--- config.mk ---
export PLATFORM = sky130hd
export DESIGN_NAME = can_crc_seq
export DESIGN_NICKNAME = d
export VERILOG_FILES = /design/src/rtl/can_crc_seq.sv
export SDC_FILE = /design/constraint.sdc
export NUM_CORES = 1
export LEC_CHECK = 0
export BUFFER_PORTS_ARGS = -buffer_cell sky130_fd_sc_hd__buf_2
export CAP_MARGIN = 0
export CORE_ASPECT_RATIO = 1.75
export CORE_MARGIN = 5
export CORE_UTILIZATION = 45
export CTS_BUF_LIST = sky130_fd_sc_hd__clkbuf_4 sky130_fd_sc_hd__clkbuf_8
export DETAILED_ROUTE_END_ITERATION = 10
export MAX_ROUTING_LAYER = met4
export PLACE_DENSITY = 0.69
export SLEW_MARGIN = 10
export SYNTH_ARGS = -nofsm -noshare
export SYNTH_HDL_FRONTEND = slang
export SYNTH_SLANG_ARGS = --single-unit
export TNS_END_PERCENT = 1
--- constraint.sdc ---
create_clock -name clk -period 2.3 [get_ports clk]
set_input_delay 0.345 -clock clk [delete_from_list [all_inputs] [get_ports clk]]
set_output_delay 0.345 -clock clk [all_outputs]
set_load 0.05 [all_outputs]
--- src/rtl/can_crc_seq.sv ---
// can_crc_seq: receive-side CAN CRC-15 sequencer.
// Follows a de-stuffed bit stream from SOF through the data field and feeds
// those bits into a CRC-15 LFSR. It then collects the 15 received CRC bits and
// reports crc_ok / crc_err once per frame.
// Optional build macro: CAN_CRC_EXT_ID_EN adds support for extended (29-bit
// ID) frames. Without it, IDE=1 is reported on fmt_err.
//
// Input strobe semantics: bit_valid is a one-cycle qualifier with no
// back-pressure. Every cycle where bit_valid=1 delivers exactly one new
// de-stuffed bit on rx_bit, and strobes may arrive on consecutive cycles.
// abort takes priority over a bit_valid in the same cycle.
module can_crc_seq #(
    parameter int ID_STD_BITS    = 11,
    parameter int MAX_DATA_BYTES = 8
) (
    input  logic        clk,
    input  logic        rst,
    input  logic        bit_valid,
    input  logic        rx_bit,
    input  logic        abort,
    output logic        busy,
    output logic [14:0] crc_value,
    output logic [3:0]  dlc,
    output logic        crc_done,
    output logic        crc_ok,
    output logic        crc_err,
    output logic        fmt_err,
    output logic [2:0]  dbg_state
);

    typedef enum logic [2:0] {
        S_IDLE   = 3'd0,
        S_ARB    = 3'd1,
        S_CTRL   = 3'd2,
        S_DATA   = 3'd3,
        S_CRC_RX = 3'd4,
        S_DONE   = 3'd5
`ifdef CAN_CRC_EXT_ID_EN
        ,
        S_EXT    = 3'd6
`endif
    } state_t;

    localparam logic [14:0] CRC_POLY  = 15'h4599;
    // ARB covers ID bits 0..ID_STD_BITS-1 followed by the RTR slot.
    localparam logic [6:0]  ARB_LAST  = 7'(ID_STD_BITS);
    // CTRL covers IDE (0), r0 (1), and DLC[3:0] (2..5).
    localparam logic [6:0]  CTRL_DLC0 = 7'd2;
    localparam logic [6:0]  CTRL_LAST = 7'd5;
    localparam logic [6:0]  CRC_LAST  = 7'd14;
    localparam logic [3:0]  MAX_DLC   = 4'(MAX_DATA_BYTES);
`ifdef CAN_CRC_EXT_ID_EN
    // Extended tail after IDE: ID bits 0..17, RTR 18, r1 19, r0 20, DLC 21..24.
    localparam logic [6:0]  EXT_RTR   = 7'd18;
    localparam logic [6:0]  EXT_DLC0  = 7'd21;
    localparam logic [6:0]  EXT_LAST  = 7'd24;
`endif

    state_t      state_q, state_d;
    logic [6:0]  cnt_q, cnt_d;
    logic [14:0] crc_q, crc_d;
    logic [13:0] rx_crc_q, rx_crc_d;
    logic [3:0]  dlc_q, dlc_d;
    logic        rtr_q, rtr_d;
    logic        busy_q, busy_d;
    logic        done_q, done_d;
    logic        ok_q, ok_d;
    logic        err_q, err_d;
    logic        fmt_q, fmt_d;

    // Values derived from the incoming bit, shared by several states.
    logic [14:0] crc_next;
    logic [3:0]  dlc_full;
    logic [3:0]  dlc_clamped;
    logic [6:0]  nbits;
    logic [14:0] rx_crc_full;
    state_t      payload_state;
    logic [6:0]  payload_cnt;

    // One CRC-15 step: shift left and fold in the polynomial when the
    // incoming bit differs from the outgoing MSB.
    function automatic logic [14:0] crc_step(input logic [14:0] c, input logic b);
        logic fb;
        fb = b ^ c[14];
        crc_step = {c[13:0], 1'b0} ^ (fb ? CRC_POLY : 15'h0000);
    endfunction

    // Helpers: next CRC, assembled DLC/CRC words, and where the frame goes after DLC.
    always_comb begin
        crc_next    = crc_step(crc_q, rx_bit);
        dlc_full    = {dlc_q[2:0], rx_bit};
        dlc_clamped = (dlc_full > MAX_DLC) ? MAX_DLC : dlc_full;
        nbits       = rtr_q ? 7'd0 : {dlc_clamped, 3'b000};
        rx_crc_full = {rx_crc_q, rx_bit};
        if (nbits == 7'd0) begin
            payload_state = S_CRC_RX;
            payload_cnt   = 7'd0;
        end else begin
            payload_state = S_DATA;
            payload_cnt   = nbits;
        end
    end

    // Next-state logic: field tracking, CRC coverage, and result pulses.
    always_comb begin
        state_d  = state_q;
        cnt_d    = cnt_q;
        crc_d    = crc_q;
        rx_crc_d = rx_crc_q;
        dlc_d    = dlc_q;
        rtr_d    = rtr_q;
        busy_d   = busy_q;
        done_d   = 1'b0;
        ok_d     = 1'b0;
        err_d    = 1'b0;
        fmt_d    = 1'b0;

        if (abort) begin
            state_d  = S_IDLE;
            cnt_d    = 7'd0;
            crc_d    = 15'h0000;
            rx_crc_d = 14'h0000;
            busy_d   = 1'b0;
        end else begin
            case (state_q)
                S_IDLE: begin
                    // A dominant strobe is SOF. It is covered, starting from a cleared LFSR.
                    if (bit_valid && !rx_bit) begin
                        state_d  = S_ARB;
                        cnt_d    = 7'd0;
                        crc_d    = crc_step(15'h0000, rx_bit);
                        rx_crc_d = 14'h0000;
                        rtr_d    = 1'b0;
                        busy_d   = 1'b1;
                    end
                end
                S_ARB: begin
                    if (bit_valid) begin
                        crc_d = crc_next;
                        if (cnt_q == ARB_LAST) begin
                            rtr_d   = rx_bit;
                            cnt_d   = 7'd0;
                            state_d = S_CTRL;
                        end else begin
                            cnt_d = cnt_q + 7'd1;
                        end
                    end
                end
                S_CTRL: begin
                    if (bit_valid) begin
                        crc_d = crc_next;
                        cnt_d = cnt_q + 7'd1;
                        if (cnt_q >= CTRL_DLC0) begin
                            dlc_d = dlc_full;
                        end
                        if (cnt_q == 7'd0 && rx_bit) begin
`ifdef CAN_CRC_EXT_ID_EN
                            // The standard RTR slot held SRR. The real RTR comes later.
                            state_d = S_EXT;
                            cnt_d   = 7'd0;
`else
                            fmt_d   = 1'b1;
                            state_d = S_IDLE;
                            cnt_d   = 7'd0;
                            crc_d   = 15'h0000;
                            busy_d  = 1'b0;
`endif
                        end else if (cnt_q == CTRL_LAST) begin
                            state_d = payload_state;
                            cnt_d   = payload_cnt;
                        end
                    end
                end
`ifdef CAN_CRC_EXT_ID_EN
                S_EXT: begin
                    if (bit_valid) begin
                        crc_d = crc_next;
                        cnt_d = cnt_q + 7'd1;
                        if (cnt_q == EXT_RTR) begin
                            rtr_d = rx_bit;
                        end
                        if (cnt_q >= EXT_DLC0) begin
                            dlc_d = dlc_full;
                        end
                        if (cnt_q == EXT_LAST) begin
                            state_d = payload_state;
                            cnt_d   = payload_cnt;
                        end
                    end
                end
`endif
                S_DATA: begin
                    // The counter was loaded with nbits and counts down to the last data bit.
                    if (bit_valid) begin
                        crc_d = crc_next;
                        if (cnt_q == 7'd1) begin
                            state_d = S_CRC_RX;
                            cnt_d   = 7'd0;
                        end else begin
                            cnt_d = cnt_q - 7'd1;
                        end
                    end
                end
                S_CRC_RX: begin
                    // Received CRC bits are only collected. They never enter the LFSR.
                    if (bit_valid) begin
                        rx_crc_d = rx_crc_full[13:0];
                        if (cnt_q == CRC_LAST) begin
                            state_d = S_DONE;
                            cnt_d   = 7'd0;
                            done_d  = 1'b1;
                            ok_d    = (rx_crc_full == crc_q);
                            err_d   = (rx_crc_full != crc_q);
                            busy_d  = 1'b0;
                        end else begin
                            cnt_d = cnt_q + 7'd1;
                        end
                    end
                end
                S_DONE: begin
                    state_d = S_IDLE;
                end
                default: begin
                    state_d = S_IDLE;
                    cnt_d   = 7'd0;
                    busy_d  = 1'b0;
                end
            endcase
        end
    end

    // State and output registers; all outputs are registered.
    always_ff @(posedge clk or posedge rst) begin
        if (rst) begin
            state_q  <= S_IDLE;
            cnt_q    <= 7'd0;
            crc_q    <= 15'h0000;
            rx_crc_q <= 14'h0000;
            dlc_q    <= 4'd0;
            rtr_q    <= 1'b0;
            busy_q   <= 1'b0;
            done_q   <= 1'b0;
            ok_q     <= 1'b0;
            err_q    <= 1'b0;
            fmt_q    <= 1'b0;
        end else begin
            state_q  <= state_d;
            cnt_q    <= cnt_d;
            crc_q    <= crc_d;
            rx_crc_q <= rx_crc_d;
            dlc_q    <= dlc_d;
            rtr_q    <= rtr_d;
            busy_q   <= busy_d;
            done_q   <= done_d;
            ok_q     <= ok_d;
            err_q    <= err_d;
            fmt_q    <= fmt_d;
        end
    end

    assign busy      = busy_q;
    assign crc_value = crc_q;
    assign dlc       = dlc_q;
    assign crc_done  = done_q;
    assign crc_ok    = ok_q;
    assign crc_err   = err_q;
    assign fmt_err   = fmt_q;
    assign dbg_state = state_q;

endmodule

Word-level counts from Yosys, hierarchy flattened

Cells that the tools add are included.

Bits in registers: 49
Bits of input ports: 5
Output and inout port bits: 27
Word-level logic and storage cells: 130

Equality and inequality tests: 27
Reduce and logical (&&, ||, !) cells: 18
Bitwise logic cells: 3
Mux-type cells: 67
Order comparisons: 2
Add/sub/neg operators: 2

Operators by type and width:

| cell                                                 | count |
|---|---|
| two-way mux 15 bit                                   | 7 |
| two-way mux 7 bit                                    | 13 |
| case mux 15 bit (3 select lines)                     | 1 |
| two-way mux 14 bit                                   | 3 |
| case mux 7 bit (6 select lines)                      | 1 |
| two-way mux 3 bit                                    | 12 |
| case mux 14 bit (2 select lines)                     | 1 |
| inequality test 3 bit (second input constant)        | 9 |
| two-way mux 1 bit                                    | 25 |
| == test 15 bit                                       | 1 |
| inequality test 15 bit                               | 1 |
| case mux 3 bit (5 select lines)                      | 1 |
| XOR 15 bit                                           | 1 |
| == test 7 x 4 -> 1 bit (second input constant)       | 2 |
| zero test 7 bit                                      | 2 |
| AND reduction 6 bit                                  | 2 |
| AND reduction 9 bit                                  | 1 |
| inequality test 2 bit (second input constant)        | 4 |
| AND reduction 4 bit                                  | 2 |
| adder 7 x 1 -> 7 bit (second input constant)         | 1 |
| == test 7 x 1 -> 1 bit (second input constant)       | 1 |
| == test 7 x 3 -> 1 bit (second input constant)       | 1 |
| >= comparator 7 x 2 -> 1 bit (second input constant) | 1 |
| subtractor 7 x 1 -> 7 bit (second input constant)    | 1 |
| 22 further kinds                                     | 25 |

Longest topological paths before layout

Depth after elaboration: 10
Depth in mapped cells: 8
Depth with buffers taken out: 7

Least setup slack after synthesis

Ideal clock, no wire load.

Path type: flip-flop to flip-flop
From: register state_q[0], in the netlist dbg_state[0]
To: register state_q[0], in the netlist dbg_state[0]
Setup time: 78 ps
Data required time: 2222 ps
Arrival time: 2190 ps
Cell stages (with the launch flop): 7
Period minus slack after synthesis: 2267 ps
Path buffers: 1
Slack: 33 ps
Cells stage by stage: dfrtp_1 > clkbuf_1 > nor3b_1 > o41ai_4 > o22a_2 > or4_1 > a21oi_1

Longest elaborated chain between the ends: 3
Elaborated cells on any way between the ends: 17
Those cells by class: eq/ne: 13; mux: 2; reduce/logical: 2

RTL lines:

| what                                                               | RTL line | text |
|---|---|---|
| start: declaration                                                 | 59       | `state_t state_q, state_d;` |
| start signal: assignment                                           | 247      | `state_q <= state_d;` |
| == test 3 x 2 -> 1 bit (tied with other cells)                     | 125      | `case (state_q)` |
| inequality test 4 bit (no line) (tied with other cells)            | -        |  |
| AND reduction 9 bit (no line) or two-way mux 3 bit (tied branches) | -        |  |

Parallel ways exist; a longest one is shown, timed or not.
A chain may end at the register's enable or synchronous reset.

Worst setup path after layout

From: register cnt_q[6]
To: register state_q[2], in the netlist dbg_state[2]

Longest elaborated chain between the ends: 6
Elaborated cells on any way between the ends: 15
Those cells by class: eq/ne: 8; mux: 4; reduce/logical: 3

RTL lines:

| what                            | RTL line | text |
|---|---|---|
| start: declaration              | 60       | `logic [6:0] cnt_q, cnt_d;` |
| start signal: assignment        | 248      | `cnt_q <= cnt_d;` |
| zero test 7 bit                 | 156      | `if (cnt_q == 7'd0 && rx_bit) begin` |
| logical AND 1 bit               | 156      |  |
| two-way mux 3 bit               | 156      |  |
| two-way mux 3 bit               | 150      | `if (bit_valid) begin` |
| case mux 3 bit (5 select lines) | 125      |  |
| two-way mux 3 bit               | 118      | `if (abort) begin` |

Parallel ways exist; a longest one is shown, timed or not. The select of a mux whose other input is x is not followed.

==> flow_summary.toml <==
[status]
status = "finished clean"

[setup_path]
cp-end-kind = "flop"
cp.arrival_ps = 2300
critPathRequiredTime_ps = 2520
startpoint_type = "flop"
crit_type = "reg -> reg"
cp_max_fo = 6

[global_route]
antenna_found_initial = 0
first_global_vias = 2349
grt_max_degree = 29
grt_overflow = 0
grt_usage_pct = 18.21
grt_pass1_wl_um = 11350

[synth]
synth_area_sq_um = 2759
synth_edf_count = 0
yosys_most_used_dff = "dfrtp_1"
yosysUniqueCellTypes = 52
synth.net_count = 303
synth.avg_cell_area_sq_um = 9.416
async_reset_ff_share_pct = 100.0
yosysWarnings = 0
netlist_instances = 293
synth-seq-area-share_pct = 44.44
ys_ff_latch = 49

[floorplan]
initial_core_util_pct = 46.56
io_pins = 32
die_y_um = 113.6
core_sq_um = 5926
die_w_um = 69.19
die_area_sq_um = 7859
num_rows = 37

[sta]
setup_violations = 0
tightest_slew_ps = 958.2
min_period_ps = 2076
fin_crit_sh_pct = 90.27
max_freq_mhz = 481.7
fin_skew_ps = 9.500
hold_violations = 0
finalMaxSlewViolations = 0
tns_ps = 0
slew_headroom_pct = 35.66
rsz0062_at_grt = "false"

[finish]
diodes = 0
drive_gt1_share_pct = 21.39
instances_no_fill = 410
final_common_cell = "dfrtp_1"
area_growth_pct = 16.64
nFillCells = 575
final_core_util_pct = 54.31
fin_nets = 341
layout_common_cells = "dfrtp_1 (49), nand2_1 (46), buf_2 (31), o21ai_0 (22), buf_4 (16)"

[power]
ir_drop_mv = 0.3400
power_w = 0.001746
p_leak_nw = 1.531
p_per_area_nw_per_um2 = 542.5

[worst_hold_path]
min_path_type = "in -> reg"

[clocking]
cts.sink_count = 49
clock_path_buffers = 2
cts_buffers = 5
path_clk_slew_ps = 90
cts-root-buf = "clkbuf_8"
htree_levels = 2
clk_latency_ps = 300
tritoncts = "done"
post_cts_resized = 0

[placement]
place_inst = 401
hpwl_um = 5221
io_buffers = 31
gp_congestion = 0.9399

[drt]
vias = 2385
viasPerCell = 5.817
firstDrtPassIters = 5
wl_per_cell_um = 16.47
antenna_left = 0
initialDrtViolationCount = 137
drc = 0
wl_um = 6754

[flow_run]
maxCapViolCount = 0
## cells by family (layout without fill, tap and decap cells)
kind of cell / after synthesis / after routing / synth area share, %
adders and majority gates: 5 / 5 / 2.268
muxes: 4 / 4 / 1.633
xor gates and xnor gates: 26 / 26 / 8.254
and+or+nand+nor: 109 / 109 / 20.36
AOI/OAI and AO/OA: 76 / 76 / 19.41
DFF: 49 / 49 / 44.44
buffers and inverters: 24 / 63 / 3.628
## per-layer routing
metal  track usage, %  vias up  wire length (um)
met1            18.37     1158              2487
li1                 -     1129                 -
met5                -        -                 0
met3            2.734       22               257
met4            8.214        0               276
met2            34.12       76              3733
## cells in the mapped netlist (5+ instances only)
cell type   n  area [sq um]
xor2_1     12         105.1
ha_1        5         62.56
nand3_1    10         50.05
o21ai_1     6         30.03
clkbuf_1   14         52.55
nor4_1      5         31.28
xnor2_1    14         122.6
o21ai_0    22         110.1
inv_1       7         26.28
dfrtp_1    49          1226
a22o_1     15         131.4
nor2_1      9         33.78
a21oi_1     9         45.04
a31oi_1     5         31.28
nand2_1    46         172.7
## layout make-up
class                           count  area [sq um]  area share, %
Clock buffer                        5         68.82          2.138
Multi-Input combinational cell    220          1445          44.91
Tap cell                           78         97.59          3.033
Inverter                            7         26.28         0.8165
Clock inverter                      3         68.82          2.138
Sequential cell                    49          1226          38.10
Timing Repair Buffer               48         285.3          8.865
## critical path, cell delays in order, from the launching register on
cell and delay (ps):
dfrtp_1 440, or3_4 390, o41ai_4 340, o221ai_2 180, a2111o_1 440, o31ai_2 210
## power by group
part           switching [W]  internal (W)  total (W)
combinational      0.0000944     0.0000421   0.000136
sequential        0.00000872      0.000867   0.000876
clock               0.000295      0.000438   0.000733
total               0.000399       0.00135    0.00175
## flip-flops by register name (all words and copies together), names as in the netlist
signal and count:
fmt_err 1, crc_value 15, crc_ok 1, cnt_q 7, dlc 4, dbg_state 3
crc_err 1, rx_crc_q 14, crc_done 1, busy 1, rtr_q 1
## stage by stage
stage                     worst slack (ps)  instance area, sq um  hold WS (ps)
final                                223.8                  3218         332.5
after global routing                 132.9                  3218         348.7
after CTS                            231.5                  3218         329.8
after detailed placement             246.0                  3070         309.8
after global placement               286.0                  3070         301.7
after floorplan                      32.61                  2759         468.9
## repair_timing
| item | 4_1_cts | 5_1_grt |
|---|---|---|
| hold endpoints to repair | 10 | 0 |
| hold buffers | 1 | 0 |
| buffers inserted | 0 | 0 |
## final timing paths
check,start,end,slack (ps),depth (start not counted)
max,cnt_q[6],dbg_state[2],220,5
min,abort,dbg_state[0],330,2
max reg2reg,cnt_q[6],dbg_state[2],220,5
min reg2reg,dlc[3],dlc[3],520,1
max in group asynchronous,rst,crc_ok,1240,4
min in group asynchronous,rst,dbg_state[2],520,3
Power figures use the tool's default switching activity.
